`config.mk`:
```
export PLATFORM = sky130hd
export DESIGN_NAME = fa_serial_ctrl_flat
export DESIGN_NICKNAME = d
export VERILOG_FILES = /design/src/rtl/fa_serial_ctrl_if.sv /design/src/rtl/fa_serial_ctrl.sv /design/src/flat_wrapper.sv
export SDC_FILE = /design/constraint.sdc
export NUM_CORES = 1
export LEC_CHECK = 0
export ABC_CLOCK_PERIOD_IN_PS = 1300
export BUFFER_PORTS_ARGS = -buffer_cell sky130_fd_sc_hd__buf_2
export CORE_MARGIN = 5
export CORE_UTILIZATION = 47
export CTS_BUF_LIST = sky130_fd_sc_hd__clkbuf_4 sky130_fd_sc_hd__clkbuf_8 sky130_fd_sc_hd__clkbuf_16
export DETAILED_ROUTE_END_ITERATION = 10
export PLACE_DENSITY = 0.74
export SKIP_LAST_GASP = 1
export SYNTH_ARGS = -nofsm -noshare
export SYNTH_HDL_FRONTEND = slang
export SYNTH_SLANG_ARGS = --single-unit
```
`constraint.sdc`:
```
create_clock -name clk -period 1.3 [get_ports clk]
set_input_delay 0.26 -clock clk [delete_from_list [all_inputs] [get_ports clk]]
set_output_delay 0.26 -clock clk [all_outputs]
set_load 0.005 [all_outputs]
```
`src/rtl/fa_serial_ctrl_if.sv`:
```
//------------------------------------------------------------------------------
// fa_serial_ctrl_if : operand/result valid-ready bundle for fa_serial_ctrl
// Revision: 1.0
//------------------------------------------------------------------------------
`timescale 1ns/1ps
`default_nettype none

interface fa_serial_ctrl_if #(
  parameter int WIDTH = 8
);
  logic             in_valid;
  logic             in_ready;
  logic [WIDTH-1:0] a;
  logic [WIDTH-1:0] b;
  logic             ci;
  logic             out_valid;
  logic             out_ready;
  logic [WIDTH-1:0] sum;
  logic             co;
  logic             busy;

  modport master (
    output in_valid, a, b, ci, out_ready,
    input  in_ready, out_valid, sum, co, busy
  );

  modport slave (
    input  in_valid, a, b, ci, out_ready,
    output in_ready, out_valid, sum, co, busy
  );
endinterface

`default_nettype wire

```
`src/rtl/fa_serial_ctrl.sv`:
```
//------------------------------------------------------------------------------
// fa_serial_ctrl : bit-serial WIDTH-bit adder sequencing a single full adder
// Revision: 1.0
//------------------------------------------------------------------------------
`timescale 1ns/1ps
`default_nettype none

module fa (
  input  wire logic i_a,
  input  wire logic i_b,
  input  wire logic i_ci,
  output logic      o_s,
  output logic      o_co
);
  assign o_s  = i_a ^ i_b ^ i_ci;
  assign o_co = (i_a & i_b) | (i_ci & (i_a ^ i_b));
endmodule

module fa_serial_ctrl #(
  parameter int WIDTH = 8
) (
  input  wire logic        clk,
  input  wire logic        rst,
  fa_serial_ctrl_if.slave  bus
);
  localparam int c_cnt_w = (WIDTH > 1) ? $clog2(WIDTH) : 1;
  localparam logic [c_cnt_w-1:0] c_last = c_cnt_w'(WIDTH - 1);

  typedef enum logic [1:0] {
    S_IDLE = 2'd0,
    S_RUN  = 2'd1,
    S_DONE = 2'd2
  } state_t;

  state_t             r_state;
  logic [WIDTH-1:0]   r_a_sr;
  logic [WIDTH-1:0]   r_b_sr;
  logic [WIDTH-1:0]   r_sum_sr;
  logic               r_carry;
  logic [c_cnt_w-1:0] r_cnt;
  logic               r_out_valid;
  logic               r_busy;

  logic               w_s;
  logic               w_co;
  logic [WIDTH-1:0]   w_sum_next;
  logic               w_accept;

  fa u_fa (
    .i_a  (r_a_sr[0]),
    .i_b  (r_b_sr[0]),
    .i_ci (r_carry),
    .o_s  (w_s),
    .o_co (w_co)
  );

  // Sum bits enter at the MSB so after WIDTH shifts bit 0 lands at index 0.
  generate
    if (WIDTH == 1) begin : g_sum_w1
      assign w_sum_next = w_s;
    end else begin : g_sum_wn
      assign w_sum_next = {w_s, r_sum_sr[WIDTH-1:1]};
    end
  endgenerate

  assign bus.in_ready  = (r_state == S_IDLE) & ~rst;
  assign w_accept      = bus.in_valid & bus.in_ready;
  assign bus.out_valid = r_out_valid;
  assign bus.sum       = r_sum_sr;
  assign bus.co        = r_carry;
  assign bus.busy      = r_busy;

  always_ff @(posedge clk) begin
    if (rst) begin
      r_state     <= S_IDLE;
      r_a_sr      <= '0;
      r_b_sr      <= '0;
      r_sum_sr    <= '0;
      r_carry     <= 1'b0;
      r_cnt       <= '0;
      r_out_valid <= 1'b0;
      r_busy      <= 1'b0;
    end else begin
      case (r_state)
        S_IDLE: begin
          if (w_accept) begin
            r_a_sr  <= bus.a;
            r_b_sr  <= bus.b;
            r_carry <= bus.ci;
            r_cnt   <= '0;
            r_busy  <= 1'b1;
            r_state <= S_RUN;
          end
        end
        S_RUN: begin
          r_sum_sr <= w_sum_next;
          r_carry  <= w_co;
          r_a_sr   <= r_a_sr >> 1;
          r_b_sr   <= r_b_sr >> 1;
          if (r_cnt == c_last) begin
            r_cnt       <= '0;
            r_out_valid <= 1'b1;
            r_state     <= S_DONE;
          end else begin
            r_cnt <= r_cnt + 1'b1;
          end
        end
        S_DONE: begin
          if (bus.out_ready) begin
            r_out_valid <= 1'b0;
            r_busy      <= 1'b0;
            r_state     <= S_IDLE;
          end
        end
        default: begin
          r_out_valid <= 1'b0;
          r_busy      <= 1'b0;
          r_state     <= S_IDLE;
        end
      endcase
    end
  end
endmodule

`default_nettype wire

```
`src/flat_wrapper.sv`:
```
// flat-port wrapper written by rule: the top's interface ports become plain ports
module fa_serial_ctrl_flat 
#(
  parameter int WIDTH = 8
)
  (clk, rst, bus_in_valid, bus_a, bus_b, bus_ci, bus_out_ready, bus_in_ready, bus_out_valid, bus_sum, bus_co, bus_busy);
  fa_serial_ctrl_if #(.WIDTH(WIDTH)) bus_i ();
  input  wire logic clk;
  input  wire logic rst;
  input wire logic [$bits(bus_i.in_valid)-1:0] bus_in_valid;
  input wire logic [$bits(bus_i.a)-1:0] bus_a;
  input wire logic [$bits(bus_i.b)-1:0] bus_b;
  input wire logic [$bits(bus_i.ci)-1:0] bus_ci;
  input wire logic [$bits(bus_i.out_ready)-1:0] bus_out_ready;
  output wire logic [$bits(bus_i.in_ready)-1:0] bus_in_ready;
  output wire logic [$bits(bus_i.out_valid)-1:0] bus_out_valid;
  output wire logic [$bits(bus_i.sum)-1:0] bus_sum;
  output wire logic [$bits(bus_i.co)-1:0] bus_co;
  output wire logic [$bits(bus_i.busy)-1:0] bus_busy;
  assign bus_i.in_valid = bus_in_valid;
  assign bus_i.a = bus_a;
  assign bus_i.b = bus_b;
  assign bus_i.ci = bus_ci;
  assign bus_i.out_ready = bus_out_ready;
  assign bus_in_ready = bus_i.in_ready;
  assign bus_out_valid = bus_i.out_valid;
  assign bus_sum = bus_i.sum;
  assign bus_co = bus_i.co;
  assign bus_busy = bus_i.busy;
  fa_serial_ctrl #(.WIDTH(WIDTH)) u_core (.clk(clk), .rst(rst), .bus(bus_i));
endmodule
```
After elaboration in Yosys (flattened, before gate mapping). Index checks and enable logic that the tools add are counted.

Logic and storage cells: 49. Input port bits: 21. Register bits after elaboration: 32.

Reductions and logical operators: 6. Bitwise operators: 10. Add/subtract/negate cells: 1. Multiplexer cells: 18. Eq/ne operators: 6.

Operators with widths (number): $pmux 8 s2 (2); $mux 8 (2); $reduce_and 3->1 (3); $mux 2 (3); $mux 3 (2); $pmux 1 s3 (2); $pmux 2 s3 (1); $pmux 3 s2 (1); $and 1x1->1 (4); $mux 1 (4); $ne 2x1->1 const B (2); $add 3x1->3 const B (1); $eq 3x3->1 const B (1); $not 1->1 (3); $eq 2x1->1 const B (1); $eq 2x2->1 const B (1); $logic_not 2->1 (1); $ne 2x2->1 const B (1); $pmux 1 s2 (1); $reduce_and 2->1 (1); $reduce_bool 2->1 (1); $xor 1x1->1 (2); $or 1x1->1 (1).

Logic depth before layout (Yosys ltp).
Depth after elaboration: 5. Gate-level depth with buffers: 6. Gate-level depth less buffers: 5.

By module. A second synthesis with hierarchy kept.

Cell total of the unflattened synthesis: 150. Area total of the unflattened synthesis: 1415.1 µm².

Modules (own cells, without submodules): fa_serial_ctrl (cells an instance 149, area an instance 1395.1 µm², instances 1); fa (cells an instance 1, area an instance 20.0 µm², instances 1).

Least setup slack after synthesis. No wires, ideal clock.

Path kind: reg2reg. Start point: reg u_core.r_cnt[0]. End point: reg u_core.r_cnt[0]. Data arrival time: 1181 ps. Path buffers: 0. Path slack: 51 ps. Stages on the path, launching flop included: 5. Required time: 1233 ps. Path through: dfxtp_1 -> ha_1 -> ha_1 -> or3_1 -> a21oi_2.

Word-level cells in the longest chain between the ends: 3. Elaborated cells on any way between the ends: 4. Those cells by class: add/sub (1); eq/ne (1); mux (2).

RTL lines: start: declaration (line fa_serial_ctrl.sv:40) `logic [c_cnt_w-1:0] r_cnt;`; start signal: assignment (line fa_serial_ctrl.sv:105) `r_cnt <= r_cnt + 1'b1;`; $add 3x1->3 or $eq 3x3->1 (tied branches) (line fa_serial_ctrl.sv:105, fa_serial_ctrl.sv:100); $mux 3 (*) (line fa_serial_ctrl.sv:100) `if (r_cnt == c_last) begin`; $pmux 3 s2 (*) (line fa_serial_ctrl.sv:84) `case (r_state)`.

Every way passes the cells marked *; elsewhere a longest branch is shown, timed or not. A chain may end at the register's enable or synchronous reset.

Final worst setup path.
Start point: reg u_core.r_state[0]. End point: out bus_in_ready.

Word-level cells in the longest chain between the ends: 2.

RTL lines: start: declaration (line fa_serial_ctrl.sv:35) `state_t r_state;`; start signal: assignment (line fa_serial_ctrl.sv:75) `r_state <= S_IDLE;`; start signal: assignment (line fa_serial_ctrl.sv:92) `r_state <= S_RUN;`; start signal: assignment (line fa_serial_ctrl.sv:103) `r_state <= S_DONE;`; $logic_not 2->1 (line fa_serial_ctrl.sv:66) `assign bus.in_ready = (r_state == S_IDLE) & ~rst;`; $and 1x1->1 (line fa_serial_ctrl.sv:66); end: declaration (line flat_wrapper.sv:15) `output wire logic [$bits(bus_i.in_ready)-1:0] bus_in_ready;`.

No other way between the ends.

==> results.sh <==
export IMPL_worstSetupPathType="reg -> out"
export IMPL_clock_power_share_pct=36.3
export IMPL_drtPass1Iterations=4
export IMPL_fp_dieH_um=64.2
export IMPL_syn_inst=150
export IMPL_num_io_pins=33
export IMPL_clk_insertion_delay_late_ps=340
export IMPL_drive_gt1_share_pct=35.9
export IMPL_critPathTopFamily="flip-flops"
export IMPL_pwr_share_comb_pct=13.5
export IMPL_rsz0062_at_grt="true"
export IMPL_yosys_top_cells_area="dfxtp_1 46%, o221a_1 12%, a21oi_1 10%, inv_1 4.6%, nand2_1 4.6%"
export IMPL_start_util_pct=49.6
export IMPL_arrival_ps=1110
export IMPL_cts_buffers=5
export IMPL_grt_antenna_before_repair=0
export IMPL_slowest_delay_ps=340
export IMPL_finalSetupViolations=1
export IMPL_clock_sinks=32
export IMPL_routed_via_density=5.31
export IMPL_final_common_cell="buf_2"
export IMPL_cts_tree="built"
export IMPL_initialDrtViolationCount=61
export IMPL_grt_overflow=0
export IMPL_drv_slew=0
export IMPL_yosysSeqAreaShare_pct=46.4
export IMPL_path_max_fanout=5
export IMPL_cp_cell_sequence="buf_6, nor3_4, buf_2"
export IMPL_required_ps=1040
export IMPL_ir_drop_mv=1.12
export IMPL_violations="setup timing"
export IMPL_p_int_mw=1.61
export IMPL_max_slew_margin_pct=77.2
export IMPL_p_leak_nw=0.753
export IMPL_hp_class="in -> reg"
export IMPL_seqPwrFrac_pct=50.1
export IMPL_fin_ws_ps=-71.6
export IMPL_period_needed_ps=1370
export IMPL_synth_area_leader_cell="dfxtp_1"
export IMPL_synth_fp_nets=174
export IMPL_cts_root_buf="clkbuf_4"
export IMPL_std_cell_rows=19
export IMPL_htreeDepth=2
export IMPL_vias=1201
export IMPL_grt_usage_pct=16.5
export IMPL_fillers=237
export IMPL_core_um2=2780
export IMPL_outcome="complete, but fails checks"
export IMPL_fin_tns_setup_ps=-71.6
export IMPL_syn_area_um2=1380
export IMPL_p_sw_share_pct=24.9
export IMPL_worst_slew_pin_slew_ps=341
export IMPL_regArea_um2=647
export IMPL_io_buffers=32
export IMPL_die_w_um=64.2
export IMPL_nets=218
export IMPL_final_cell_mix="32 x buf_2, 29 x dfxtp_1, 28 x a21oi_1"
export IMPL_path_buf_inv=2
export IMPL_drc=0
export IMPL_endpoint_kind="primary output"
export IMPL_die_area_um2=4120
export IMPL_final_design_area_no_fill_um2=1760
export IMPL_dpl_hpwl_um=2080
export IMPL_yosys_warnings=0
export IMPL_path_clk_slew_ps=100
export IMPL_placed_area_um2=1560
export IMPL_ctsHoldBuffers=0
export IMPL_wire_per_inst_um=14.1
export IMPL_hold_viol=0
export IMPL_ys_seq_elements=32
export IMPL_synth_area_per_cell_um2=9.20
export IMPL_synth_top_area_share_pct=46.4
export IMPL_grt_pass1_vias=1161
export IMPL_area_growth_pct=27.8
export IMPL_post_route_util_pct=63.4
export IMPL_diodes=0
export IMPL_gp_congestion=0.816
export IMPL_grt_start_max_net_pins=17
export IMPL_slowest_stage="dfxtp_2"
export IMPL_multi_input_area_um2=643
export IMPL_timing_fmax_mhz=729
export IMPL_start_kind="register"
export IMPL_finalClockSkew_ps=6.11
export IMPL_grt_pass1_wl_um=5290
export IMPL_ys_types=28
export IMPL_drv_cap=0
export IMPL_finalCritPeriodShare_pct=106
export IMPL_wirelength_um=3180
export IMPL_switchingPower_mw=0.534
export IMPL_p_per_area_nw_per_um2=1210
export IMPL_ant_nets=0
export IMPL_cts_buffer_depth=2
[cell type report]
class | count | area share (%)
flip-flops and latches | 32 | 36.7
multi-input cells | 90 | 36.5
repair buffers | 48 | 16.5
inverters | 17 | 3.62
clock buffers | 6 | 2.55
well taps | 31 | 2.20
clock inverters | 2 | 1.99
[stage by stage]
stage               hold slack, ps  worst slack [ps]  instances  power (mW)
floorplan                      420              51.3        150        1.26
global placement               440              57.6        209        1.34
detailed placement             456             -24.6        209        1.35
CTS                            154             -92.5        220        2.13
global route                   156              -129        226        2.27
finish                         170             -71.6        226        2.14
[worst paths after layout]
kind	from	to	slack, ps	cells past startpoint
setup / recovery	u_core.r_state[0]$_SDFFE_PP0P_	bus_in_ready	-70	3
hold reg to reg	u_core.bus.sum[0]$_SDFFE_PP0P_	u_core.bus.sum[0]$_SDFFE_PP0P_	460	2
hold / removal	bus_a[7]	u_core.r_a_sr[7]$_SDFFE_PP0P_	170	3
setup reg to reg	u_core.r_state[1]$_SDFFE_PP0P_	u_core.r_a_sr[5]$_SDFFE_PP0P_	10	4
[power by group through the flow]
| stage | registers [mW] | clock network, mW | logic [mW] |
|---|---|---|---|
| 6_report | 1.07 | 0.778 | 0.290 |
| 5_1_grt | 1.08 | 0.862 | 0.323 |
| 4_1_cts | 1.07 | 0.791 | 0.260 |
| 3_5_place_dp | 1.10 | 0 | 0.248 |
| 3_3_place_gp | 1.09 | 0 | 0.242 |
| 2_1_floorplan | 1.09 | 0 | 0.174 |
[worst min-delay path, cell delays in order]
cell      delay, ps
buf_2            90
nand3b_1         70
a21oi_1          50
[cells by family after synthesis]
family                     Yosys count  synth area share, %
AOI/OAI and AO/OA                   52                 27.3
and+or+nand+nor                     34                 12.8
DFF                                 32                 46.4
buffers and inverters               29                 10.2
adders and majority gates            3                 3.26
[synth_stat cells]
cell type,number
a211oi_1,1
a21oi_1,28
a21oi_2,1
a22oi_1,1
a32oi_1,1
and2b_1,1
buf_2,2
buf_4,4
buf_6,2
clkbuf_1,4
dfxtp_1,32
fa_1,1
ha_1,2
inv_1,17
nand2_1,17
nand2b_1,1
nand2b_4,2
nand3b_1,2
nor2_1,5
nor2_2,1
nor2b_1,2
nor3_1,1
nor3b_1,1
o21ai_0,2
o21bai_1,2
o221a_1,15
o32a_1,1
or3_1,1
[per-layer routing]
metal	vias up	track usage, %	wire [um]
li1	610	-	-
met1	557	18.4	1380
met2	28	26.5	1540
met3	6	7.88	204
met4	0	7.38	55
met5	-	0	0
[state kept, by name, indices dropped and copies added, names as in the netlist]
| signal | count |
|---|---|
| u_core.r_a_sr | 8 |
| u_core.r_b_sr | 8 |
| u_core.r_cnt | 3 |
| u_core.r_state | 2 |
| u_core.bus.co | 1 |
| u_core.bus.out_valid | 1 |
| u_core.bus.busy | 1 |
| u_core.bus.sum | 8 |
[timing repair]
| action | 4_1_cts | 5_1_grt |
|---|---|---|
| gates cloned | 0 | 1 |
| pin swaps | 1 | 2 |
| gates resized for setup | 10 | 7 |
| endpoints found under the setup margin | 17 | 17 |
| buffers inserted | 3 | 5 |
No activity file was read; power rests on OpenSTA's default activity.
